`src/rtl/teng_phy_pkg.sv`:
```
// ---------------------------------------------------------------------------
// teng_phy_pkg
//   Constants and types shared by the 10GBASE-R transmit datapath.
//   - 64b/66b sync header encodings.
//   - Clause 49 scrambler taps and state width (G(x) = 1 + x^39 + x^58).
//   - PRBS31 test-pattern polynomial (x^31 + x^28 + 1), seed and step size.
//   - Output source selector used by the scrambler stage.
// ---------------------------------------------------------------------------
package teng_phy_pkg;

   localparam logic [1:0] SYNC_CTRL = 2'b01;
   localparam logic [1:0] SYNC_DATA = 2'b10;

   localparam int BLK_DATA_W  = 64;
   localparam int SCR_TAP_A   = 39;
   localparam int SCR_TAP_B   = 58;
   localparam int SCR_STATE_W = 58;

   localparam int              PRBS_W     = 31;
   localparam int              PRBS_TAP_A = 31;
   localparam int              PRBS_TAP_B = 28;
   localparam int              PRBS_STEP  = 66;
   localparam logic [PRBS_W-1:0] PRBS_SEED = 31'h7FFF_FFFF;

   // Which source feeds the registered payload on a valid cycle.
   typedef enum logic [1:0] {
      SRC_SCR  = 2'd0,
      SRC_BYP  = 2'd1,
      SRC_PRBS = 2'd2
   } scr_src_t;

endpackage

```
`src/rtl/teng_prbs31_gen66.sv`:
```
// ---------------------------------------------------------------------------
// teng_prbs31_gen66
//   PRBS31 (x^31 + x^28 + 1) pattern generator producing 66 bits per enabled
//   clock. prbs_o presents the 66 bits of the current step combinationally;
//   the generator state advances by 66 bits on each cycle with en_i=1.
//   prbs_o[0] is the first bit of the step in transmission order.
//
// Ports:
//   clk_i   in   1   block clock
//   rst_i   in   1   asynchronous active-low reset (state <= PRBS_SEED)
//   en_i    in   1   advance the generator by one 66-bit step
//   prbs_o  out  66  pattern bits of the current step
// ---------------------------------------------------------------------------
module teng_prbs31_gen66
   import teng_phy_pkg::*;
(
   input  logic                 clk_i,
   input  logic                 rst_i,
   input  logic                 en_i,
   output logic [PRBS_STEP-1:0] prbs_o
);

   logic [PRBS_W-1:0]    r_state;
   logic [PRBS_W-1:0]    w_state_nxt;
   logic [PRBS_STEP-1:0] w_bits;

   // Serial LFSR unrolled 66 times; each new bit is the feedback of the
   // bits 31 and 28 positions back, shifted in at the low end.
   always_comb begin
      w_state_nxt = r_state;
      w_bits      = '0;
      for (int i = 0; i < PRBS_STEP; i++) begin
         w_bits[i]   = w_state_nxt[PRBS_TAP_A-1] ^ w_state_nxt[PRBS_TAP_B-1];
         w_state_nxt = {w_state_nxt[PRBS_W-2:0], w_bits[i]};
      end
   end

   always_ff @(posedge clk_i or negedge rst_i) begin
      if (!rst_i) begin
         r_state <= PRBS_SEED;
      end else if (en_i) begin
         r_state <= w_state_nxt;
      end
   end

   assign prbs_o = w_bits;

endmodule

```
`src/rtl/teng_tx_scrambler.sv`:
```
// ---------------------------------------------------------------------------
// teng_tx_scrambler
//   10GBASE-R transmit scrambler stage, downstream of the 64b/66b encoder.
//   Scrambles the 64-bit payload with the Clause 49 self-synchronous
//   scrambler G(x) = 1 + x^39 + x^58, passes the sync header through
//   unscrambled and aligned with its payload (1 clk latency), and keeps a
//   saturating count of encoder-reported errors.
//
//   Optional build macro TX_PRBS31_EN: adds a PRBS31 test-pattern generator
//   that replaces header and payload while test_mode_i=1. Without the macro
//   test_mode_i is ignored and no generator is built.
//
// Ports:
//   clk_i              in   1          TX block clock
//   rst_i              in   1          asynchronous active-low reset
//   encode_data_i      in   64         payload, bit 0 transmitted first
//   encode_head_i      in   2          sync header (01 control, 10 data)
//   encode_data_vld_i  in   1          payload/header qualifier
//   encode_error_i     in   1          encoder error, counted on valid cycles
//   bypass_i           in   1          1 = pass payload unscrambled
//   test_mode_i        in   1          1 = PRBS31 output (TX_PRBS31_EN only)
//   err_cnt_clr_i      in   1          synchronous clear of err_cnt_o
//   scr_data_o         out  64         scrambled payload
//   scr_head_o         out  2          delayed sync header
//   scr_data_vld_o     out  1          output qualifier
//   err_cnt_o          out  ERR_CNT_W  saturating encode-error count
// ---------------------------------------------------------------------------
module teng_tx_scrambler
   import teng_phy_pkg::*;
#(
   parameter logic [57:0] SCR_SEED  = 58'h3FF_FFFF_FFFF_FFFF,
   parameter int          ERR_CNT_W = 16
) (
   input  logic                 clk_i,
   input  logic                 rst_i,
   input  logic [63:0]          encode_data_i,
   input  logic [1:0]           encode_head_i,
   input  logic                 encode_data_vld_i,
   input  logic                 encode_error_i,
   input  logic                 bypass_i,
   input  logic                 test_mode_i,
   input  logic                 err_cnt_clr_i,
   output logic [63:0]          scr_data_o,
   output logic [1:0]           scr_head_o,
   output logic                 scr_data_vld_o,
   output logic [ERR_CNT_W-1:0] err_cnt_o
);

   localparam int DATA_W = BLK_DATA_W;
   localparam int EXT_W  = SCR_STATE_W + DATA_W;

   // Fully unrolled scrambler. The working vector holds the 58 previous
   // scrambled bits below the 64 new ones, so s[n-39] and s[n-58] are plain
   // look-backs whether they land in the old state or in this block.
   function automatic logic [DATA_W-1:0] scr_block(input logic [DATA_W-1:0]      d,
                                                   input logic [SCR_STATE_W-1:0] st);
      logic [EXT_W-1:0] x;
      x = {{DATA_W{1'b0}}, st};
      for (int n = 0; n < DATA_W; n++) begin
         x[SCR_STATE_W+n] = d[n] ^ x[SCR_STATE_W+n-SCR_TAP_A]
                                 ^ x[SCR_STATE_W+n-SCR_TAP_B];
      end
      return x[EXT_W-1:SCR_STATE_W];
   endfunction

   function automatic logic [ERR_CNT_W-1:0] sat_inc(input logic [ERR_CNT_W-1:0] c);
      logic [ERR_CNT_W-1:0] one;
      one = {{(ERR_CNT_W-1){1'b0}}, 1'b1};
      return (&c) ? c : c + one;
   endfunction

   logic [SCR_STATE_W-1:0] r_scr_state;
   logic [DATA_W-1:0]      r_data_p1;
   logic [1:0]             r_head_p1;
   logic                   r_vld_p1;
   logic [ERR_CNT_W-1:0]   r_err_cnt;

   logic [DATA_W-1:0]      w_scr_data;
   logic [SCR_STATE_W-1:0] w_scr_state;
   logic [PRBS_STEP-1:0]   w_prbs;
   logic                   w_test_active;
   scr_src_t               w_src;
   logic [DATA_W-1:0]      w_data_nxt;
   logic [1:0]             w_head_nxt;
   logic [SCR_STATE_W-1:0] w_state_nxt;

   assign w_scr_data  = scr_block(encode_data_i, r_scr_state);
   // The newest scrambled bit s[63] lands in state[57].
   assign w_scr_state = w_scr_data[DATA_W-1:DATA_W-SCR_STATE_W];

`ifdef TX_PRBS31_EN
   // Generator runs on every valid cycle so the pattern is continuous across
   // the whole test-mode window.
   teng_prbs31_gen66 u_prbs (
      .clk_i  (clk_i),
      .rst_i  (rst_i),
      .en_i   (encode_data_vld_i),
      .prbs_o (w_prbs)
   );
   assign w_test_active = test_mode_i;
`else
   logic w_unused_test_mode;
   assign w_unused_test_mode = test_mode_i;
   assign w_prbs             = '0;
   assign w_test_active      = 1'b0;
`endif

   // Test mode outranks bypass; both freeze the scrambler state.
   always_comb begin
      w_src = SRC_SCR;
      if (w_test_active) begin
         w_src = SRC_PRBS;
      end else if (bypass_i) begin
         w_src = SRC_BYP;
      end
   end

   always_comb begin
      w_data_nxt  = w_scr_data;
      w_head_nxt  = encode_head_i;
      w_state_nxt = w_scr_state;
      case (w_src)
         SRC_BYP: begin
            w_data_nxt  = encode_data_i;
            w_state_nxt = r_scr_state;
         end
         SRC_PRBS: begin
            w_data_nxt  = w_prbs[PRBS_STEP-1:2];
            w_head_nxt  = w_prbs[1:0];
            w_state_nxt = r_scr_state;
         end
         default: begin
         end
      endcase
   end

   // ---- stage p0 -> p1: registered payload, header, qualifier, state ----
   always_ff @(posedge clk_i or negedge rst_i) begin
      if (!rst_i) begin
         r_data_p1   <= '0;
         r_head_p1   <= 2'b00;
         r_vld_p1    <= 1'b0;
         r_scr_state <= SCR_SEED;
      end else begin
         r_vld_p1 <= encode_data_vld_i;
         if (encode_data_vld_i) begin
            r_data_p1   <= w_data_nxt;
            r_head_p1   <= w_head_nxt;
            r_scr_state <= w_state_nxt;
         end
      end
   end

   // Clear wins over a same-cycle increment.
   always_ff @(posedge clk_i or negedge rst_i) begin
      if (!rst_i) begin
         r_err_cnt <= '0;
      end else if (err_cnt_clr_i) begin
         r_err_cnt <= '0;
      end else if (encode_data_vld_i && encode_error_i) begin
         r_err_cnt <= sat_inc(r_err_cnt);
      end
   end

   assign scr_data_o     = r_data_p1;
   assign scr_head_o     = r_head_p1;
   assign scr_data_vld_o = r_vld_p1;
   assign err_cnt_o      = r_err_cnt;

endmodule

```
`config.mk`:
```
export PLATFORM = sky130hd
export DESIGN_NAME = teng_tx_scrambler
export DESIGN_NICKNAME = d
export VERILOG_FILES = /design/src/rtl/teng_phy_pkg.sv /design/src/rtl/teng_prbs31_gen66.sv /design/src/rtl/teng_tx_scrambler.sv
export SDC_FILE = /design/constraint.sdc
export NUM_CORES = 1
export LEC_CHECK = 0
export CAP_MARGIN = 20
export CORE_MARGIN = 3
export CORE_UTILIZATION = 56
export CTS_CLUSTER_SIZE = 8
export DETAILED_ROUTE_END_ITERATION = 7
export PLACE_DENSITY = 0.87
export SYNTH_ARGS = -nofsm -noshare
export SYNTH_HDL_FRONTEND = slang
export SYNTH_HIERARCHICAL = 1
export SYNTH_SLANG_ARGS = --single-unit
```
`constraint.sdc`:
```
create_clock -name clk_i -period 4 [get_ports clk_i]
set_clock_uncertainty 0.2 [all_clocks]
set_input_delay 0.8 -clock clk_i [delete_from_list [all_inputs] [get_ports clk_i]]
set_output_delay 0.8 -clock clk_i [all_outputs]
set_load 0.02 [all_outputs]
```
==> Word-level counts from Yosys, hierarchy flattened <==
Cells that the tools add are included.
{ "word_totals": {"inputBits": 73, "elab_cells": 150, "output_inout_bits": 83, "register_bits": 141} }
{ "classes": {"mux": 6, "reduce_logical": 6, "n_eq_ne": 3, "add_sub_neg": 1, "bitwise_logic": 129} }
{ "ops": {"columns": ["operator", "n"], "rows": [
  ["case mux 64 bit (2 select lines)", 1],
  ["bitwise XOR 1 bit", 128],
  ["2-to-1 mux 16 bit", 3],
  ["adder 16 x 1 -> 16 bit, second input constant", 1],
  ["AND reduction 16 bit", 1],
  ["AND reduction 2 bit", 2],
  ["equality test 2 x 1 -> 1 bit, second input constant", 1],
  ["equality test 2 bit, second input constant", 1],
  ["2-to-1 mux 2 bit", 1],
  ["!= test 2 bit, second input constant", 1],
  ["nonzero test 2 bit", 1],
  ["OR reduction 2 bit", 1],
  ["logical AND 1 bit", 1],
  ["2-to-1 mux 1 bit", 1],
  ["inverter 1 bit", 1]
]} }

==> Longest topological paths before layout <==
{ "depth": {"ltp_word": 5, "mapped_depth": 7, "mapped_depth_nobuf": 5} }

==> Worst setup path after synthesis <==
Ideal clock, no wire load.
{ "synth_path": {"kind": "input port to flip-flop", "start": "in bypass_i", "end": "reg r_data_p1[50], in the netlist scr_data_o[50]", "arrival_ns": 1.747, "required_time_ns": 3.674, "n_path_buf": 2, "setup_slack_ns": 1.927, "stages": 6, "setup_ns": 0.126, "cell_sequence": "clkbuf_1 > inv_2 > nand2_1 > buf_2 > nor3_1 > a311o_1"} }
{ "synth_via": {"elab_chain_len": 3, "word_cells_on_any_way": 4, "classes_between": "eq/ne: 2; mux: 2"} }
{ "synth_lines": {"columns": ["element", "line", "source"], "rows": [
  ["start: declaration", "teng_tx_scrambler.sv:40", "input logic bypass_i,"],
  ["2-to-1 mux 1 bit *", "teng_tx_scrambler.sv:113", "end else if (bypass_i) begin"],
  ["equality test 2 bit or equality test 2 x 1 -> 1 bit (tied branches)", "teng_tx_scrambler.sv:122", "case (w_src)"],
  ["case mux 64 bit (2 select lines) *", "teng_tx_scrambler.sv:122", null],
  ["end signal: assignment", "teng_tx_scrambler.sv:147", "r_data_p1 <= w_data_nxt;"],
  ["end: declaration", "teng_tx_scrambler.sv:73", "logic [DATA_W-1:0] r_data_p1;"]
]} }
Mark *: on every way between the ends. The rest lies on a longest branch, timed or not.
A chain may end at the register's enable or synchronous reset.

==> Worst setup path after layout <==
{ "layout_path": {"start": "reg r_err_cnt[7], in the netlist err_cnt_o[7]", "end": "out err_cnt_o[7]"} }
{ "layout_rtl": {"columns": ["element", "line", "source"], "rows": [
  ["start: declaration", "teng_tx_scrambler.sv:76", "logic [ERR_CNT_W-1:0] r_err_cnt;"],
  ["start signal: assignment", "teng_tx_scrambler.sv:161", "r_err_cnt <= sat_inc(r_err_cnt);"],
  ["end: declaration", "teng_tx_scrambler.sv:46", "output logic [ERR_CNT_W-1:0] err_cnt_o"]
]} }
No word-level cell between the ends.

==> flow_results.org <==
** Global route
- Wire length of the first global-routing pass :: 31100 microns
- Entering global routing, the biggest net connects 105 pins.
- Total congestion overflow after global routing :: 0
- The via count of the first global-routing pass came to 6184.
- Total GRT Usage :: 26.6%
- The initial antenna violation count was 0.

** Floorplan
- Number of I/O pins :: 156
- Total core area :: 0.0134 sq mm
- Die area :: 0.0153 sq mm
- From bottom edge to top edge, the die measures 124 microns.
- The die is 124 microns wide.
- The initialized floorplan defines 42 standard-cell rows.
- Starting density of the core :: 57.7%

** Setup path
- The most critical setup path has its endpoint at err_cnt_o[7].
- The setup check on the worst reg-to-reg path leaves a slack of 1.81 ns.
- Start-to-end type of the worst setup path :: reg2out
- The worst register-to-register path begins at r_scr_state[31].
- Count of buffer and inverter cells on the critical path :: 1
- Crit path depth :: 1
- Cell class contributing the biggest share of worst-path delay :: buffers and inverters
- The worst setup path is launched from a flop.
- Endpoint type of the worst setup path :: primary output
- The slowest stage of the critical path is the sky130_fd_sc_hd__clkdlybuf4s50_1 cell.
- FF-to-FF path depth :: 4
- Data on the critical path arrives at its endpoint at 1.59 ns.
- For the worst setup path, the data required time is 3.00 ns.
- In this design, the stage delay of the slowest critical-path cell is 0.67 ns.
- The critical path goes through clkdlybuf4s50_1.
- CP startpoint :: err_cnt_o[7]
- Maximum fanout encountered on the critical timing path :: 8
- RR Endpoint :: scr_data_o[51]

** Clock tree
- At the later pin of the worst-skew pair, clock insertion delay measures 0.42 ns.
- TritonCTS built the clock tree.
- Counting along the longest clock path gives a buffer depth of 2.
- After clock tree synthesis, the repair step resized 0 gates.
- Clock transition at path regs :: 0.06 ns
- Clock Root Buffer :: sky130_fd_sc_hd__clkbuf_16
- The number of hold buffers added after CTS was 0.
- TritonCTS created 17 clock buffers.
- Count of buffers added by post-CTS timing repair for setup :: 0
- The H-tree generated during clock tree synthesis spans 4 levels.
- CTS sink cnt :: 141

** Flow run
- Across the run, the number of max-cap violations was 0.

** Timing
- For the pin with the worst max-slew slack, the measured transition is 0.791 ns.
- Hold is met by 0.195 ns.
- Adding up every negative setup slack in the final design gives 0 ns.
- For the finished layout, the period the worst path requires is 2.59 ns.
- Timing would allow up to 387 MHz.
- Worst-case setup margin in the final layout :: 1.41 ns
- The number of endpoints with negative hold slack in the final report is 0.
- Slew HR :: 47.3%
- # setup viols final :: 0
- Pins Over Slew Limit :: 0
- The final critical path takes up 64.7% of the cycle.
- Setup repair after global routing left no endpoint under its margin.

** Layout
- Final layout net count :: 1007
- Summing all non-filler instances in the final layout gives an area of 0.0100 sq mm.
- The finished layout holds 1122 standard cells, fillers aside.
- Count of inserted antenna diode cells :: 0
- Synth-to-layout area growth :: 29.8%
- Share of post-route cells with drive strength above 1 :: 12.1%

** Power and ir drop
- Worst supply voltage drop on vdd :: 0.000440 V
- Leakage power of the design :: 0.00424 uW
- Clock group share of total power :: 20.2%
- P_sw :: 2980 uW
- Net switching is 37.0% of the power.
- Logic pwr share :: 45.3%
- PwrDens :: 801 mW/mm^2
- Internal power comes to 5070 uW.
- The share of total power dissipated in sequential elements is 34.5%.

** Synthesis
- Gate count after technology mapping :: 790
- Ranked by total cell area, the synthesized netlist is headed by sky130_fd_sc_hd__dfrtp_1, sky130_fd_sc_hd__dfstp_2, sky130_fd_sc_hd__xnor2_1.
- Yosys printed 6 warnings.
- Cell area after technology mapping :: 0.00773 sq mm
- The most used flip-flop cell after synthesis is sky130_fd_sc_hd__dfrtp_1.
- Count of flip-flops with a built-in enable after synthesis :: 0
- Summing the sequential cell areas from Yosys gives 46.6% of the chip area.
- After synthesis, the most frequently instantiated cells are sky130_fd_sc_hd__nand2_1, sky130_fd_sc_hd__xnor2_1, sky130_fd_sc_hd__dfrtp_1, sky130_fd_sc_hd__nor2_1, sky130_fd_sc_hd__dfstp_2.
- Counting every net in the synthesized netlist gives 864.
- Post-synthesis cell type with the largest combined area :: sky130_fd_sc_hd__dfrtp_1
- In this run the biggest area consumer among cell types represents 26.9% of the synthesized area.
- Synthesis instantiated 48 different standard cells from the library.
- In this run the mean area of a mapped cell was 9.79 sq um.
- Cell with the most instances after synthesis :: sky130_fd_sc_hd__nand2_1
- The synthesized design contains 141 register bits.
- After synthesis, the share of flip-flops with an asynchronous set or reset is 100%.

** Route
- The count of nets left with antenna violations once routing finished came out at 0.
- Routed wire per std cell :: 17.7 microns
- Vias per inst :: 5.58
- Iter 0 DRT Violations :: 431
- After detailed routing, the number of remaining DRC violations is 0.
- For this run, the detailed router's first-pass iteration total came to 5.
- Via count :: 6259
- Post-Route WL :: 19800 microns

** Min path
- Worst min-delay path class :: in2async

** Run status
- The flow ran to the end, and the final reports show no timing, DRC or antenna violations.

** Place
- In this run the cell area measured after placement is 0.00944 sq mm.
- HPWL reported at the end of detailed placement :: 13700 microns
- Final Wtd Congestion :: 0.874
- Port buffering added 154 buffers.
- Pre-CTS worst setup slack :: 1.17 ns
- The number of placed instances, taps included, is 1090.
sequential cells by signal, indices dropped and copies added, names as in the netlist:
signal          count
scr_data_vld_o      1
r_scr_state        58
scr_head_o          2
scr_data_o         64
err_cnt_o          16
worst register-to-register path: cells and delay by family, from the launching register on:
| family | cells | cell delay, ns |
|---|---|---|
| xor+xnor | 2 | 0.84 |
| simple gates | 1 | 0.13 |
| flops | 1 | 0.57 |
| compound gates | 1 | 0.33 |
final cells by class:
cell class / count / area (sq um)
Fill cell: 935 / 3360
Sequential cell: 141 / 3600
Timing Repair Buffer: 165 / 1640
Multi-Input combinational cell: 590 / 3910
Clock buffer: 25 / 495
Inverter: 18 / 67.6
Tap cell: 176 / 220
Clock inverter: 7 / 110
worst min-delay path by stage:
stage / to / from / depth (start not counted) / slack [ns]
floorplan: r_scr_state[13] / r_scr_state[13] / 2 / 0.25
global placement: r_scr_state[17] / r_scr_state[17] / 2 / 0.26
detailed placement: r_scr_state[18] / r_scr_state[18] / 2 / 0.27
CTS: scr_data_o[26] / rst_i / 1 / 0.26
global route: scr_data_o[19] / rst_i / 1 / 0.27
finish: scr_data_o[26] / rst_i / 1 / 0.20
through the flow:
step / util (%) / power, uW
final: 74.9 / 8050
after global routing: 74.9 / 8510
after CTS: 74.9 / 8070
after detailed placement: 70.4 / 6400
after global placement: 70.4 / 6290
after floorplan: - / 5120
per-layer routing:
layer	wire length, microns	global-route usage, %	part of all wire (%)	up-vias
li1	-	-	-	2991
met1	8460	34.7	43	3050
met2	9780	44.0	49	189
met3	1160	6.18	5.9	29
met4	406	8.79	2.0	0
met5	0	0	0	-
layout by cell type (no fill, tap or decap), drive strengths merged, types with 2 or more instances in the layout:
cell,count
nand4,4
bufinv,3
buf,14
nor4b,6
and4,4
xnor2,91
nor2,68
a21oi,56
o41ai,4
and3,8
inv,18
clkinv,4
a311o,8
o21ai,53
nand2,108
or4,5
a211o,14
o211ai,2
xor2,52
nor3,11
dfstp,58
o31ai,3
xnor3,17
or3,10
nand3,44
a311oi,2
clkbuf,25
clkdlybuf4s50,151
mux2,2
dfrtp,83
nand3b,5
or2,3
a31oi,2
logic make-up after synthesis:
group / after synthesis / share of synthesized area (%)
simple gates: 278 / 17.0
buf+inv: 59 / 2.99
compound gates: 147 / 11.4
mux: 3 / 0.421
fa+ha+maj: 1 / 0.162
flops: 141 / 46.6
xor+xnor: 161 / 21.4
power by group through the flow:
stage               Combinational (uW)  Sequential (uW)  Clock, uW
floorplan                         2130             2990          0
global placement                  3530             2760          0
detailed placement                3610             2780          0
CTS                               3670             2770       1640
global route                      3970             2850       1700
finish                            3650             2770       1630
No activity file was read; power rests on OpenSTA's default activity.
